## src/rtl/vga_key_pkg.sv

```systemverilog
// Shared constants and types for the VGA key front end.
// Covers the debounce and long-press timing, the display-mode codes and the mode FSM states.
package vga_key_pkg;

  // Cycle counts at a 50 MHz system clock: 20 ms debounce, 1 s long press.
  localparam int DEB_CYC_50M  = 1_000_000;
  localparam int LONG_CYC_50M = 50_000_000;

  localparam int MODE_COLORBAR = 0;
  localparam int MODE_CLOCK    = 1;
  localparam int MODE_PONG     = 2;
  localparam int MODE_TEXT     = 3;

  typedef enum logic [1:0] {
    ST_IDLE = 2'd0,
    ST_HELD = 2'd1,
    ST_LONG = 2'd2
  } mode_state_e;

endpackage

```

## src/rtl/key_debounce.sv

```systemverilog
// Single button channel: a 2-flop synchroniser, a debounce counter and a hold counter.
// Produces the debounced level and registered press, release and long-press pulses.
module key_debounce
  import vga_key_pkg::*;
#(
  parameter int DEB_CYC  = DEB_CYC_50M,
  parameter int LONG_CYC = LONG_CYC_50M
) (
  input  logic clk_i,
  input  logic rst_i,
  input  logic key_n_i,
  output logic level_o,
  output logic press_o,
  output logic release_o,
  output logic long_o
);

  localparam int DW = $clog2(DEB_CYC);
  localparam int HW = $clog2(LONG_CYC + 1);
  localparam logic [DW-1:0] DEB_LAST = DW'(DEB_CYC - 1);
  localparam logic [HW-1:0] LONG_V   = HW'(LONG_CYC);

  logic [1:0]    sync_q;
  logic          level_q;
  logic          press_q;
  logic          release_q;
  logic          long_q;
  logic [DW-1:0] deb_q;
  logic [HW-1:0] hold_q;
  logic          toggle;

  // The level flips on the cycle the mismatch has been seen for DEB_CYC cycles in a row.
  assign toggle = (sync_q[1] != level_q) && (deb_q == DEB_LAST);

  always_ff @(posedge clk_i) begin
    if (rst_i) begin
      sync_q    <= 2'b00;
      level_q   <= 1'b0;
      press_q   <= 1'b0;
      release_q <= 1'b0;
      long_q    <= 1'b0;
      deb_q     <= '0;
      hold_q    <= '0;
    end else begin
      sync_q    <= {sync_q[0], ~key_n_i};
      press_q   <= toggle && !level_q;
      release_q <= toggle && level_q;
      long_q    <= 1'b0;

      if (sync_q[1] == level_q) begin
        deb_q <= '0;
      end else if (toggle) begin
        deb_q   <= '0;
        level_q <= ~level_q;
      end else begin
        deb_q <= deb_q + DW'(1);
      end

      // A release landing on the long-press cycle wins, so the hold counts as short.
      if (toggle) begin
        hold_q <= '0;
      end else if (level_q && (hold_q != LONG_V)) begin
        hold_q <= hold_q + HW'(1);
        if (hold_q == LONG_V - HW'(1)) long_q <= 1'b1;
      end
    end
  end

  assign level_o   = level_q;
  assign press_o   = press_q;
  assign release_o = release_q;
  assign long_o    = long_q;

endmodule

```

## src/rtl/key_mode_ctrl.sv

```systemverilog
// Multi-key front end plus the display-mode register for the VGA top.
// A short press of MODE_KEY steps the mode; a long press returns it to mode 0.
module key_mode_ctrl
  import vga_key_pkg::*;
#(
  parameter int NUM_KEYS  = 3,
  parameter int DEB_CYC   = DEB_CYC_50M,
  parameter int LONG_CYC  = LONG_CYC_50M,
  parameter int NUM_MODES = 4,
  parameter int MODE_KEY  = 0
) (
  input  logic                         sys_clk,
  input  logic                         sys_rst,
  input  logic [NUM_KEYS-1:0]          key_in,
  output logic [NUM_KEYS-1:0]          key_level,
  output logic [NUM_KEYS-1:0]          key_press,
  output logic [NUM_KEYS-1:0]          key_release,
  output logic [NUM_KEYS-1:0]          key_long,
  output logic [$clog2(NUM_MODES)-1:0] mode,
  output logic                         mode_chg,
  output mode_state_e                  mode_state
);

  localparam int MW = $clog2(NUM_MODES);
  localparam logic [MW-1:0] MODE_LAST = MW'(NUM_MODES - 1);
  localparam logic [MW-1:0] MODE_HOME = MW'(MODE_COLORBAR);

  for (genvar g = 0; g < NUM_KEYS; g++) begin : g_key
    key_debounce #(
      .DEB_CYC (DEB_CYC),
      .LONG_CYC(LONG_CYC)
    ) u_key (
      .clk_i    (sys_clk),
      .rst_i    (sys_rst),
      .key_n_i  (key_in[g]),
      .level_o  (key_level[g]),
      .press_o  (key_press[g]),
      .release_o(key_release[g]),
      .long_o   (key_long[g])
    );
  end

  mode_state_e   state_q;
  logic [MW-1:0] mode_q;
  logic          mode_chg_q;

  always_ff @(posedge sys_clk) begin
    if (sys_rst) begin
      state_q    <= ST_IDLE;
      mode_q     <= MODE_HOME;
      mode_chg_q <= 1'b0;
    end else begin
      mode_chg_q <= 1'b0;
      case (state_q)
        ST_IDLE: if (key_press[MODE_KEY]) state_q <= ST_HELD;
        ST_HELD: begin
          if (key_release[MODE_KEY]) begin
            state_q    <= ST_IDLE;
            mode_q     <= (mode_q == MODE_LAST) ? MODE_HOME : mode_q + MW'(1);
            mode_chg_q <= 1'b1;
          end else if (key_long[MODE_KEY]) begin
            state_q    <= ST_LONG;
            mode_q     <= MODE_HOME;
            mode_chg_q <= (mode_q != MODE_HOME);
          end
        end
        ST_LONG: if (key_release[MODE_KEY]) state_q <= ST_IDLE;
        default: state_q <= ST_IDLE;
      endcase
    end
  end

  assign mode       = mode_q;
  assign mode_chg   = mode_chg_q;
  assign mode_state = state_q;

endmodule
```

## config.mk

```make
export PLATFORM = sky130hd
export DESIGN_NAME = key_mode_ctrl
export DESIGN_NICKNAME = d
export VERILOG_FILES = /design/src/rtl/vga_key_pkg.sv /design/src/rtl/key_debounce.sv /design/src/rtl/key_mode_ctrl.sv
export SDC_FILE = /design/constraint.sdc
export NUM_CORES = 1
export LEC_CHECK = 0
export ABC_AREA = 1
export CORE_MARGIN = 2
export CORE_UTILIZATION = 65
export CTS_BUF_LIST = sky130_fd_sc_hd__clkbuf_4
export DETAILED_ROUTE_END_ITERATION = 7
export HOLD_SLACK_MARGIN = 0.03
export PLACE_DENSITY_LB_ADDON = 0.25
export SYNTH_ARGS = -nofsm -noshare
export SYNTH_HDL_FRONTEND = slang
export SYNTH_SLANG_ARGS = --single-unit
```

## constraint.sdc

```tcl
create_clock -name sys_clk -period 2.1 [get_ports sys_clk]
set_input_delay 0.42 -clock sys_clk [delete_from_list [all_inputs] [get_ports sys_clk]]
set_output_delay 0.42 -clock sys_clk [all_outputs]
set_load 0.03 [all_outputs]
```

[After elaboration in Yosys (flattened, before gate mapping)]
Index checks and enable logic that the tools add are counted.
Cells by class
  equality and inequality tests: 21
  add/sub/neg operators: 7
  reduce and logical (&&, ||, !) cells: 33
  multiplexer cells: 13
  bitwise gates (word level): 13
Operator list (number)
  $add A26 B1 Y26 const B: 3
  $eq A26 B26 Y1 const B: 3
  $ne A26 B26 Y1 const B: 3
  $add A20 B1 Y20 const B: 3
  $eq A20 B20 Y1 const B: 3
  $reduce_or A3 Y1: 6
  $mux W2: 7
  $not A1 Y1: 13
  $logic_and A1 B1 Y1: 12
  $reduce_and A2 Y1: 4
  $reduce_or A2 Y1: 4
  $pmux W2 S3: 1
  $mux W1: 5
  $eq A2 B2 Y1 const B: 2
  $ne A2 B1 Y1 const B: 2
  $reduce_bool A2 Y1: 2
  $eq A1 B1 Y1: 3
  $logic_not A1 Y1: 3
  $ne A1 B1 Y1: 3
  $ne A3 B1 Y1 const B: 1
  $reduce_and A3 Y1: 1
  $add A2 B1 Y2 const B: 1
  $eq A2 B1 Y1 const B: 1
  $logic_not A2 Y1: 1
Storage, ports and cells
  input port bits: 5
  output and inout port bits: 17
  word-level logic and storage cells: 111
  register bits: 161

[Longest topological paths before layout]
  depth in word-level cells: 4
  depth in mapped cells: 11
  depth with buffers taken out: 11

[Cells and area by module]
A second synthesis with hierarchy kept.
Second synthesis, totals
  cells, all modules: 1417
  area, all modules: 9456.6 um^2
By module, submodules not included
  key_debounce: sequential area each 1041.0 um^2, instances 3, cells an instance 461, area each 3069.2 um^2
  key_mode_ctrl: sequential area each 100.1 um^2, instances 1, cells an instance 34, area each 249.0 um^2

[Worst setup path before layout]
Ideal clock, no wire load.
  kind: flip-flop to flip-flop
  from: reg g_key[2].u_key.deb_q[0]
  to: reg g_key[2].u_key.hold_q[17]
  stages on the path, launching flop included: 10
  arrival time: 1.459 ns
  slack: 0.526 ns
  buffers on the path: 1
  library setup time: 0.115 ns
  period minus slack after synthesis: 1.574 ns
  cell sequence: dfxtp_1 -> ha_1 -> nand2_1 -> inv_1 -> nand2_1 -> nor2_1 -> nand4_1 -> nand2_2 -> buf_6 -> nor2_1
Between the ends
  cells in the longest elaborated chain, start to end: 3
Ends and longest elaborated chain
  from (decl): line key_debounce.sv:28  | logic [DW-1:0] deb_q;
  from (signal assigned): line key_debounce.sv:56  | deb_q <= deb_q + DW'(1);
  $eq A20 B20 Y1: line key_debounce.sv:33  | assign toggle = (sync_q[1] != level_q) && (deb_q == DEB_LAST);
  $logic_and A1 B1 Y1: line key_debounce.sv:33
  $reduce_or A2 Y1 (no source line)
  to (signal assigned): line key_debounce.sv:63  | hold_q <= hold_q + HW'(1);
  to (decl): line key_debounce.sv:29  | logic [HW-1:0] hold_q;
No other way between the ends.
A chain may end at the register's enable or synchronous reset.

[Worst setup path after layout]
  from: reg g_key[2].u_key.release_q
  to: out key_release[2]
RTL lines
  from (decl): line key_debounce.sv:26  | logic release_q;
  from (signal assigned): line key_debounce.sv:47  | release_q <= toggle && level_q;
  to (decl): line key_mode_ctrl.sv:17  | output logic [NUM_KEYS-1:0] key_release,
No word-level cell between the ends.

==> flow_metrics.py <==
metrics = {
    "place": {
        "place_congestion": 0.938,
        "port_buffers": 21,
        "dp_hpwl_mm": 14.5,
        "place_area_mm2": 0.00948,
        "pre_cts_ws_ns": 0.0707,
    },
    "die": {
        "ios": 22,
        "die_w_um": 123,
        "fp-row-count": 43,
        "start_util_pct": 66.4,
        "die_height_um": 123,
        "die_area_mm2": 0.0152,
        "core_area_mm2": 0.0139,
    },
    "timing": {
        "slew_headroom_pct": 54.5,
        "setup_viol": 0,
        "rsz0062_at_grt": "false",
        "fmax_mhz": 493,
        "maxSlewViolCount": 0,
        "worstMarginPinSlew_ns": 0.682,
        "tns_ns": 0,
        "hold_violations": 0,
        "period_share_pct": 96.5,
        "setup_ws_ns": 0.0729,
        "finalCriticalPeriod_ns": 2.03,
        "skew_ns": 0.0170,
    },
    "cells_and_area": {
        "layout_common_cells": "436 x nand2_1, 243 x nor2_1, 161 x dfxtp_1",
        "design_area_mm2": 0.00974,
        "final_common_cell": "nand2_1",
        "post-route-util_pct": 70.1,
        "nets": 1452,
        "area_delta_synth_final_pct": 5.56,
        "drive_gt1_share_pct": 7.12,
    },
    "clock_network": {
        "cts_tree": "yes",
        "numCtsBuffers": 17,
        "cts.clk_slew.worst_paths_ns": 0.13,
        "cts_sinks": 161,
        "clockRootBuffer": "clkbuf_4",
        "htreeDepth": 4,
        "post_cts_buffers": 0,
        "clkLatencyLatePin_ns": 0.58,
        "cts_hold_buf": 0,
        "clockBufferDepth": 2,
    },
    "routing": {
        "via_per_inst": 5.31,
        "routed_wl_mm": 19.8,
        "routedWlPerCell_um": 12.2,
        "ant_nets": 0,
        "initialDrtViolationCount": 745,
        "drt-pass1-iter-count": 7,
        "drc": 0,
        "num_vias": 8643,
    },
    "global_route": {
        "grt_max_degree": 28,
        "gr-total-overflow": 0,
        "grt_pass1_wl_mm": 33.4,
        "track_usage_pct": 27.1,
        "grt_pass1_vias": 7769,
        "antenna_found_initial": 1,
    },
    "synthesis": {
        "synth_area_mm2": 0.00922,
        "synth_cell_types": 31,
        "synth_fa_ha_area_share_pct": 1.49,
        "ys_seq_area_share_pct": 34.9,
        "ys_ff_latch": 161,
        "synth_top_family_by_area": "simple AND/OR/NAND/NOR gates",
        "synth.net_count": 1441,
        "synth-xor-area-share_pct": 6.27,
        "synth.area.mux_share_pct": 0,
        "syn_inst": 1425,
        "synth-compound-area-share_pct": 7.22,
        "synth-simple-area-share_pct": 40.6,
        "yosys_warnings": 0,
        "syn_area_per_cell_um2": 6.47,
    },
    "critical_path": {
        "critPathMaxStageDelay_ns": 0.67,
        "rr_worst_depth": 9,
        "critPathBufInv": 1,
        "cp_data_required_time_ns": 1.68,
        "path_max_fanout": 1,
        "crit_family": "buffers and inverters",
        "path_cells": "clkdlybuf4s50_1",
        "slowest_stage": "clkdlybuf4s50_1",
        "crit_type": "reg -> out",
        "arrival_ns": 1.61,
        "path_depth": 1,
        "crit_path_start_kind": "flip-flop",
        "crit_path_end_kind": "output pin",
    },
    "power": {
        "power_per_cell_area_mw_per_mm2": 507,
        "leakage_nw": 3.44,
        "fin_total_pwr_mw": 4.94,
        "irDropWorstVdd_mv": 0.434,
    },
    "worst_hold_path": {
        "hold_path_class": "in -> reg",
        "min_path_cells": 2,
    },
    "flow_run": {
        "drv_cap": 0,
    },
    "outcome": {
        "status": "complete, no violations",
    },
}
routing by layer:
layer / share of wire, % / track usage, % / vias to the layer above
li1: - / - / 4501
met1: 47 / 34.6 / 3892
met2: 46 / 44.9 / 202
met3: 4.5 / 5.35 / 48
met4: 2.8 / 10.9 / 0
met5: 0 / 0 / -
cell families (layout without fill, tap and decap cells):
family	Yosys count	in the layout
AND/OR/NAND/NOR	885	885
other	0	1
buffers and inverters	194	216
XOR/XNOR	66	66
adder cells (fa/ha/maj)	11	11
flip-flops	161	161
AO/OA/AOI/OAI	108	108
path summary, 6_finish.rpt:
path / start / endpoint / slack [ns]
worst min-delay path: key_in[0] / g_key[0].u_key.sync_q[0] / 0.34
worst max register to register: g_key[0].u_key.hold_q[0] / g_key[0].u_key.hold_q[24] / 0.32
worst max-delay path: g_key[2].u_key.release_o / key_release[2] / 0.07
worst min register to register: g_key[2].u_key.sync_q[0] / g_key[2].u_key.sync_q[1] / 0.41
power by group:
part	switching [mW]	total [mW]	internal (mW)
combinational	0.0607	0.0893	0.0286
sequential	0.00363	3.06	3.06
clock	1.07	1.79	0.711
through the flow:
stage / hold slack (ns) / std cells
4_1_cts: 0.304 / 1627
5_1_grt: 0.328 / 1628
6_report: 0.338 / 1628
3_5_place_dp: 0.399 / 1597
3_3_place_gp: 0.392 / 1597
2_1_floorplan: 0.388 / 1425
flip-flops by register name (all words and copies together), names as in the netlist:
signal and count:
mode_chg 1, g_key.u_key.press_o 3, mode 2, g_key.u_key.sync_q 6, g_key.u_key.release_o 3, g_key.u_key.deb_q 60, mode_state 2, g_key.u_key.long_o 3
g_key.u_key.hold_q 78, g_key.u_key.level_o 3
layout make-up:
cell class / instances / area, um2
Inverter: 151 / 567
Sequential cell: 161 / 3220
Clock buffer: 19 / 143
Tap cell: 180 / 225
Fill cell: 1259 / 4150
Antenna cell: 1 / 2.50
Multi-Input combinational cell: 1070 / 5130
Clock inverter: 11 / 116
Timing Repair Buffer: 35 / 330
synthesized netlist by cell type:
master | count | area (um2)
buf_2 | 13 | 65.1
o31ai_1 | 1 | 7.51
o21ai_0 | 11 | 55.1
xor2_1 | 41 | 359
nand2b_1 | 1 | 6.26
buf_1 | 2 | 7.51
a21oi_1 | 61 | 305
nand2_4 | 4 | 45.0
nor2_2 | 7 | 43.8
buf_4 | 17 | 128
nand4_1 | 34 | 213
clkbuf_1 | 2 | 7.51
or2_2 | 3 | 18.8
nand2_2 | 6 | 37.5
nand3_4 | 2 | 35.0
ha_1 | 11 | 138
nor2_1 | 243 | 912
a31oi_1 | 2 | 12.5
a21oi_2 | 30 | 263
dfxtp_1 | 161 | 3220
xnor2_1 | 25 | 219
inv_1 | 148 | 556
inv_2 | 3 | 11.3
nand3b_1 | 6 | 45.0
nor3_1 | 36 | 180
nor4_1 | 2 | 12.5
nor2_4 | 5 | 56.3
nand2_1 | 436 | 1640
buf_6 | 9 | 101
nand3_1 | 100 | 500
a211oi_1 | 3 | 22.5
repair_timing:
item	CTS	global route
gates resized for setup	10	2
setup endpoints to repair	10	25
cloned	0	0
No activity file was read; power rests on OpenSTA's default activity.
